### config.mk
export PLATFORM = sky130hd
export DESIGN_NAME = stopwatch_sec_stage
export DESIGN_NICKNAME = d
export VERILOG_FILES = /design/src/rtl/stopwatch_sec_stage.sv
export SDC_FILE = /design/constraint.sdc
export NUM_CORES = 1
export LEC_CHECK = 0
export BUFFER_PORTS_ARGS = -buffer_cell sky130_fd_sc_hd__buf_2
export CAP_MARGIN = 5
export CORE_MARGIN = 8
export CORE_UTILIZATION = 39
export CTS_CLUSTER_DIAMETER = 120
export DETAILED_ROUTE_END_ITERATION = 8
export MAX_ROUTING_LAYER = met4
export PLACE_DENSITY = 0.61
export SYNTH_ARGS = -nofsm -noshare
export SYNTH_HDL_FRONTEND = slang
export SYNTH_SLANG_ARGS = --single-unit
### constraint.sdc
create_clock -name clk -period 2.6 [get_ports clk]
set_input_delay 0.52 -clock clk [delete_from_list [all_inputs] [get_ports clk]]
set_output_delay 0.52 -clock clk [all_outputs]
set_load 0.005 [all_outputs]
### src/rtl/stopwatch_sec_stage.sv
// Seconds stage: one-second prescaler, BCD 00-59 count, start/stop/clear FSM,
// set/select preload, min_tick pulse on 59->00. Ports: clk, reset, controls in; digits, min_tick, running out.
module stopwatch_sec_stage #(
  parameter int TICK_DIV = 50_000_000
) (
  input  logic       clk,
  input  logic       reset,
  input  logic       start,
  input  logic       stop,
  input  logic       clear,
  input  logic       set,
  input  logic       select,
  input  logic [3:0] set_ones,
  input  logic [3:0] set_tens,
  output logic [3:0] sec_ones,
  output logic [3:0] sec_tens,
  output logic       min_tick,
  output logic       running
);

  localparam int PW = (TICK_DIV > 2) ? $clog2(TICK_DIV) : 1;
  localparam logic [PW-1:0] LAST = PW'(TICK_DIV - 1);

  typedef enum logic [1:0] {
    IDLE,
    RUN,
    PAUSE
  } state_t;

  state_t        state;
  logic [PW-1:0] presc;

  logic       do_clr;
  logic       do_ld;
  logic       do_stop;
  logic       do_start;
  logic       do_cnt;
  logic       do_hold;
  logic [3:0] ld_ones;
  logic [3:0] ld_tens;

  // Exclusive action decode; stop also masks start and the count edge.
  always_comb begin
    do_clr   = clear;
    do_ld    = !clear && set && select;
    do_stop  = !clear && !(set && select) && stop;
    do_start = !clear && !(set && select) && !stop
               && start && (state != RUN);
    do_cnt   = !clear && !(set && select) && !stop
               && (state == RUN);
    do_hold  = !(do_clr || do_ld || do_stop
                 || do_start || do_cnt);
    ld_ones  = (set_ones > 4'd9) ? 4'd9 : set_ones;
    ld_tens  = (set_tens > 4'd5) ? 4'd5 : set_tens;
  end

  always_ff @(posedge clk) begin
    if (reset) begin
      state    <= IDLE;
      presc    <= '0;
      sec_ones <= 4'd0;
      sec_tens <= 4'd0;
      min_tick <= 1'b0;
    end else begin
      min_tick <= 1'b0;
      unique case (1'b1)
        do_clr: begin
          state    <= IDLE;
          presc    <= '0;
          sec_ones <= 4'd0;
          sec_tens <= 4'd0;
        end
        do_ld: begin
          presc    <= '0;
          sec_ones <= ld_ones;
          sec_tens <= ld_tens;
          // Leave IDLE so the loaded digits are kept.
          if (state == IDLE) state <= PAUSE;
        end
        do_stop: begin
          if (state == RUN) state <= PAUSE;
        end
        do_start: begin
          state <= RUN;
        end
        do_cnt: begin
          if (presc == LAST) begin
            presc <= '0;
            if (sec_ones != 4'd9) begin
              sec_ones <= sec_ones + 4'd1;
            end else begin
              sec_ones <= 4'd0;
              if (sec_tens != 4'd5) begin
                sec_tens <= sec_tens + 4'd1;
              end else begin
                sec_tens <= 4'd0;
                min_tick <= 1'b1;
              end
            end
          end else begin
            presc <= presc + 1'b1;
          end
        end
        do_hold: begin
        end
        default: begin
        end
      endcase
    end
  end

  assign running = (state == RUN);

endmodule

==> out/qor.csv <==
stage,metric,value,unit
critical_path,CP most frequent cell,sky130_fd_sc_hd__a21oi_1,
sta,crit path time final,2.14,ns
critical_path,type of the worst setup path,register to register,
logic_synthesis,ys async rst share,0,%
logic_synthesis,synthesized-area fraction occupied by adder cells,1.78,%
floorplan,Die Width,89.6,um
critical_path,maximum single-stage delay on the critical path,0.68,ns
sta,unrepaired setup endpoints after global routing,false,
global_route,pin count of the biggest net entering global routing,30,
global_route,remaining global-route overflow,0,
place,number of port buffers,24,
clocking,TritonCTS clock tree,built,
logic_synthesis,synthesized netlist net count,286,
global_route,number of global-route vias before repair,2078,
logic_synthesis,"Distinct cells, synth",53,
logic_synthesis,total of warnings raised by yosys,0,
floorplan,num rows,27,
sta,Post-Route Setup TNS,0,ns
route,number of design-rule violations left by the first detailed-router iteration,163,
clocking,Bufs on Longest Clock Path,2,
global_route,Global Route Usage Sum,15.1,%
global_route,number of antenna violations at the first check in global routing,0,
critical_path,minimum setup slack among reg-to-reg paths,0.46,ns
sta,worst max-slew margin expressed relative to the limit,59.0,%
final_layout,layout cell share with drive strength beyond 1,14.6,%
final_layout,layout overhead on the synthesized area,14.3,%
place,Post-DP HPWL,3980,um
route,number of optimization iterations in the first detailed-route pass,4,
sta,final hold slack,0.453,ns
clocking,Root Buffer Master,sky130_fd_sc_hd__clkbuf_8,
logic_synthesis,cell count after synthesis,268,
power_and_ir_drop,power density over the cells,459,nW/um2
logic_synthesis,Post-Syn Area per Cell,7.89,um2
power_and_ir_drop,worst vdd rail ir drop,0.208,mV
logic_synthesis,post-synthesis share of cell area spent on xor and xnor gates,3.73,%
critical_path,CP Cell Sequence,"ha_1, nand4_2, or4_1, or2_1, a21oi_1, a21oi_1",
logic_synthesis,count of flip-flops with a built-in enable after synthesis,0,
worst_hold_path,Min-Delay Path Depth,2,
floorplan,initial standard-cell utilization of the core,39.4,%
logic_synthesis,multiplexer share of the synthesized area,0.473,%
sta,Worst-Margin Slew,0.610,ns
final_layout,n_diodes,0,
floorplan,ports placed on the boundary,25,
logic_synthesis,main combinational cell family by area after synthesis,simple AND/OR/NAND/NOR gates,
floorplan,Floorplan Core Area,5370,um2
logic_synthesis,cell area after technology mapping,2110,um2
route,average routed wire per standard cell,14.9,um
final_layout,final design utilization,45.0,%
logic_synthesis,Seq cells post-synth,37,
final_layout,number of nets in the layout,312,
sta,Setup Skew,0.00335,ns
worst_hold_path,type of the tightest min-delay check,primary input to register,
clocking,Clock H-tree levels,2,
clocking,number of instances resized during post-cts repair,0,
route,via density per instance,5.69,
clocking,clock-pin slew of the registers on the worst-case setup and hold paths,0.07,ns
critical_path,required time at the worst-slack endpoint,2.77,ns
critical_path,crit path max-delay cell type,sky130_fd_sc_hd__or4_1,
sta,Max Transition Viols Final,0,
run,max cap viols,0,
clocking,post-CTS repair timing setup buffer count,0,
logic_synthesis,fraction of the mapped netlist area in compound gates,24.9,%
clocking,Num CTS Buffers,5,
sta,final setup violation count,0,
logic_synthesis,synthesized-area fraction occupied by and/or/nand/nor cells,30.3,%
clocking,source-to-sink clock delay at the later pin of the worst-skew pair,0.29,ns
floorplan,die area,8030,um2
power_and_ir_drop,power after layout,1.11,mW
sta,top achievable clock speed,468,MHz
critical_path,kind of start point of the critical path,register,
logic_synthesis,sequential-to-total area share from yosys stat,35.0,%
outcome,result of the run,finished clean,
place,global placement routability congestion,0.886,
critical_path,"CP delay by family, top",simple AND/OR/NAND/NOR gates,
route,Routed Antenna Nets,0,
global_route,wire length of the first global-routing pass,9380,um
critical_path,worst-path fanout max,6,
power_and_ir_drop,leak pwr,0.898,nW
logic_synthesis,commonest register cell after synthesis,sky130_fd_sc_hd__dfxtp_1,
critical_path,Worst Reg2Reg Path Length in Cells,6,
route,Total Routed Length,5460,um
clocking,sink count of the clock tree,37,
critical_path,Setup crit end kind,register,
sta,share of the clock period used by the worst path,82.3,%
critical_path,arrival time reported for the critical path endpoint,2.31,ns
critical_path,number of buffer and inverter stages on the critical path,0,
floorplan,Vert. Die Dim,89.6,um
critical_path,path length in cells of the critical path,6,
clocking,"Hold-fix buffers, CTS",0,
route,DRC violation count after routing,0,
sta,minimum setup slack in the final design,0.461,ns
sta,final hold violations,0,
route,routed via count,2088,
place,Place WS,0.453,ns
[kinds of logic (layout without fill, tap and decap cells)]
group | count (synthesis) | in the layout
buffers and inverters | 19 | 46
AOI/OAI and AO/OA | 80 | 80
and+or+nand+nor | 119 | 119
DFF | 37 | 37
adders and majority gates | 3 | 3
muxes | 1 | 1
xor gates and xnor gates | 9 | 9
[path summary, 6_finish.rpt]
kind	startpoint	end
worst max-delay path	presc[0]$_SDFFE_PP0P_	presc[16]$_SDFFE_PP0P_
worst min-delay path	start	state[1]$_SDFFE_PP0P_
worst max register to register	presc[0]$_SDFFE_PP0P_	presc[16]$_SDFFE_PP0P_
worst min register to register	presc[22]$_SDFFE_PP0P_	presc[22]$_SDFFE_PP0P_
[metal layers]
layer  GRT usage, %  wire, um  vias to the layer above
li1               -         -                     1057
met1           18.0      2610                      979
met2           24.7      2630                       46
met3           3.82       155                        6
met4           4.08        51                        0
met5              -         0                        -
[power by group]
part	switching (mW)	internal, mW
sequential	0.00928	0.572
combinational	0.0507	0.0328
clock	0.206	0.240
total	0.266	0.844
[area by class of cell]
| class | instances | area [um2] |
|---|---|---|
| repair buffers | 28 | 150 |
| flip-flops and latches | 37 | 741 |
| fillers | 527 | 2950 |
| clock inverters | 1 | 5.00 |
| well taps | 72 | 90.1 |
| clock buffers | 7 | 96.3 |
| inverters | 10 | 37.5 |
| multi-input cells | 212 | 1300 |
[synth_stat cells, types with 2 or more instances]
library cell	count	area share, %
sky130_fd_sc_hd__o21ai_0	17	4.0
sky130_fd_sc_hd__nor2b_1	2	0.59
sky130_fd_sc_hd__buf_2	4	0.95
sky130_fd_sc_hd__nor4_1	3	0.89
sky130_fd_sc_hd__xnor2_1	4	1.7
sky130_fd_sc_hd__and3_1	5	1.5
sky130_fd_sc_hd__nor3b_1	3	1.1
sky130_fd_sc_hd__o221a_2	2	1.1
sky130_fd_sc_hd__a21o_1	3	1.1
sky130_fd_sc_hd__a21oi_1	17	4.0
sky130_fd_sc_hd__a22oi_1	3	1.1
sky130_fd_sc_hd__and4_1	7	2.9
sky130_fd_sc_hd__nor3_1	14	3.3
sky130_fd_sc_hd__nor4b_1	2	0.83
sky130_fd_sc_hd__a31oi_1	12	3.6
sky130_fd_sc_hd__nand4_1	9	2.7
sky130_fd_sc_hd__o31a_1	2	0.83
sky130_fd_sc_hd__dfxtp_1	37	35
sky130_fd_sc_hd__clkbuf_1	3	0.53
sky130_fd_sc_hd__o21ai_1	2	0.47
sky130_fd_sc_hd__nand2_1	27	4.8
sky130_fd_sc_hd__nand3_1	13	3.1
sky130_fd_sc_hd__inv_1	10	1.8
sky130_fd_sc_hd__nand2b_1	3	0.89
sky130_fd_sc_hd__xor2_1	5	2.1
sky130_fd_sc_hd__a211oi_1	2	0.71
sky130_fd_sc_hd__a22o_1	3	1.2
sky130_fd_sc_hd__and2_1	6	1.8
sky130_fd_sc_hd__ha_1	3	1.8
sky130_fd_sc_hd__nor2_1	18	3.2
sky130_fd_sc_hd__o21a_1	5	1.8
[cells in the final DEF (no fill, tap or decap), types with 3 or more instances in the layout]
| cell | Yosys | layout |
|---|---|---|
| sky130_fd_sc_hd__a21o_1 | 3 | 3 |
| sky130_fd_sc_hd__a21oi_1 | 17 | 17 |
| sky130_fd_sc_hd__a22o_1 | 3 | 3 |
| sky130_fd_sc_hd__a22oi_1 | 3 | 3 |
| sky130_fd_sc_hd__a31oi_1 | 12 | 12 |
| sky130_fd_sc_hd__and2_1 | 6 | 6 |
| sky130_fd_sc_hd__and3_1 | 5 | 5 |
| sky130_fd_sc_hd__and4_1 | 7 | 7 |
| sky130_fd_sc_hd__buf_2 | 4 | 24 |
| sky130_fd_sc_hd__buf_4 | 1 | 4 |
| sky130_fd_sc_hd__clkbuf_8 | 0 | 7 |
| sky130_fd_sc_hd__dfxtp_1 | 37 | 37 |
| sky130_fd_sc_hd__ha_1 | 3 | 3 |
| sky130_fd_sc_hd__inv_1 | 10 | 10 |
| sky130_fd_sc_hd__nand2_1 | 27 | 27 |
| sky130_fd_sc_hd__nand2b_1 | 3 | 3 |
| sky130_fd_sc_hd__nand3_1 | 13 | 13 |
| sky130_fd_sc_hd__nand4_1 | 9 | 9 |
| sky130_fd_sc_hd__nor2_1 | 18 | 18 |
| sky130_fd_sc_hd__nor3_1 | 14 | 14 |
| sky130_fd_sc_hd__nor3b_1 | 3 | 3 |
| sky130_fd_sc_hd__nor4_1 | 3 | 3 |
| sky130_fd_sc_hd__o21a_1 | 5 | 5 |
| sky130_fd_sc_hd__o21ai_0 | 17 | 17 |
| sky130_fd_sc_hd__xnor2_1 | 4 | 4 |
| sky130_fd_sc_hd__xor2_1 | 5 | 5 |
[registers in the layout, summed over array words and instances, names as in the netlist]
register,cells
sec_ones,4
presc,26
state,2
min_tick,1
sec_tens,4
[worst reg2reg max path: cells and delay by family (launching register included)]
family | cells | cell delay (ns)
adder cells (fa/ha/maj) | 1 | 0.24
AND/OR/NAND/NOR | 3 | 1.17
AO/OA/AOI/OAI | 2 | 0.23
flip-flops | 1 | 0.38
[per-stage QoR]
step                std cells  instance area [um2]
global route              367                 2420
CTS                       367                 2420
finish                    367                 2420
detailed placement        359                 2320
global placement          359                 2320
floorplan                 268                 2110
(Power assumes the default switching activity.)
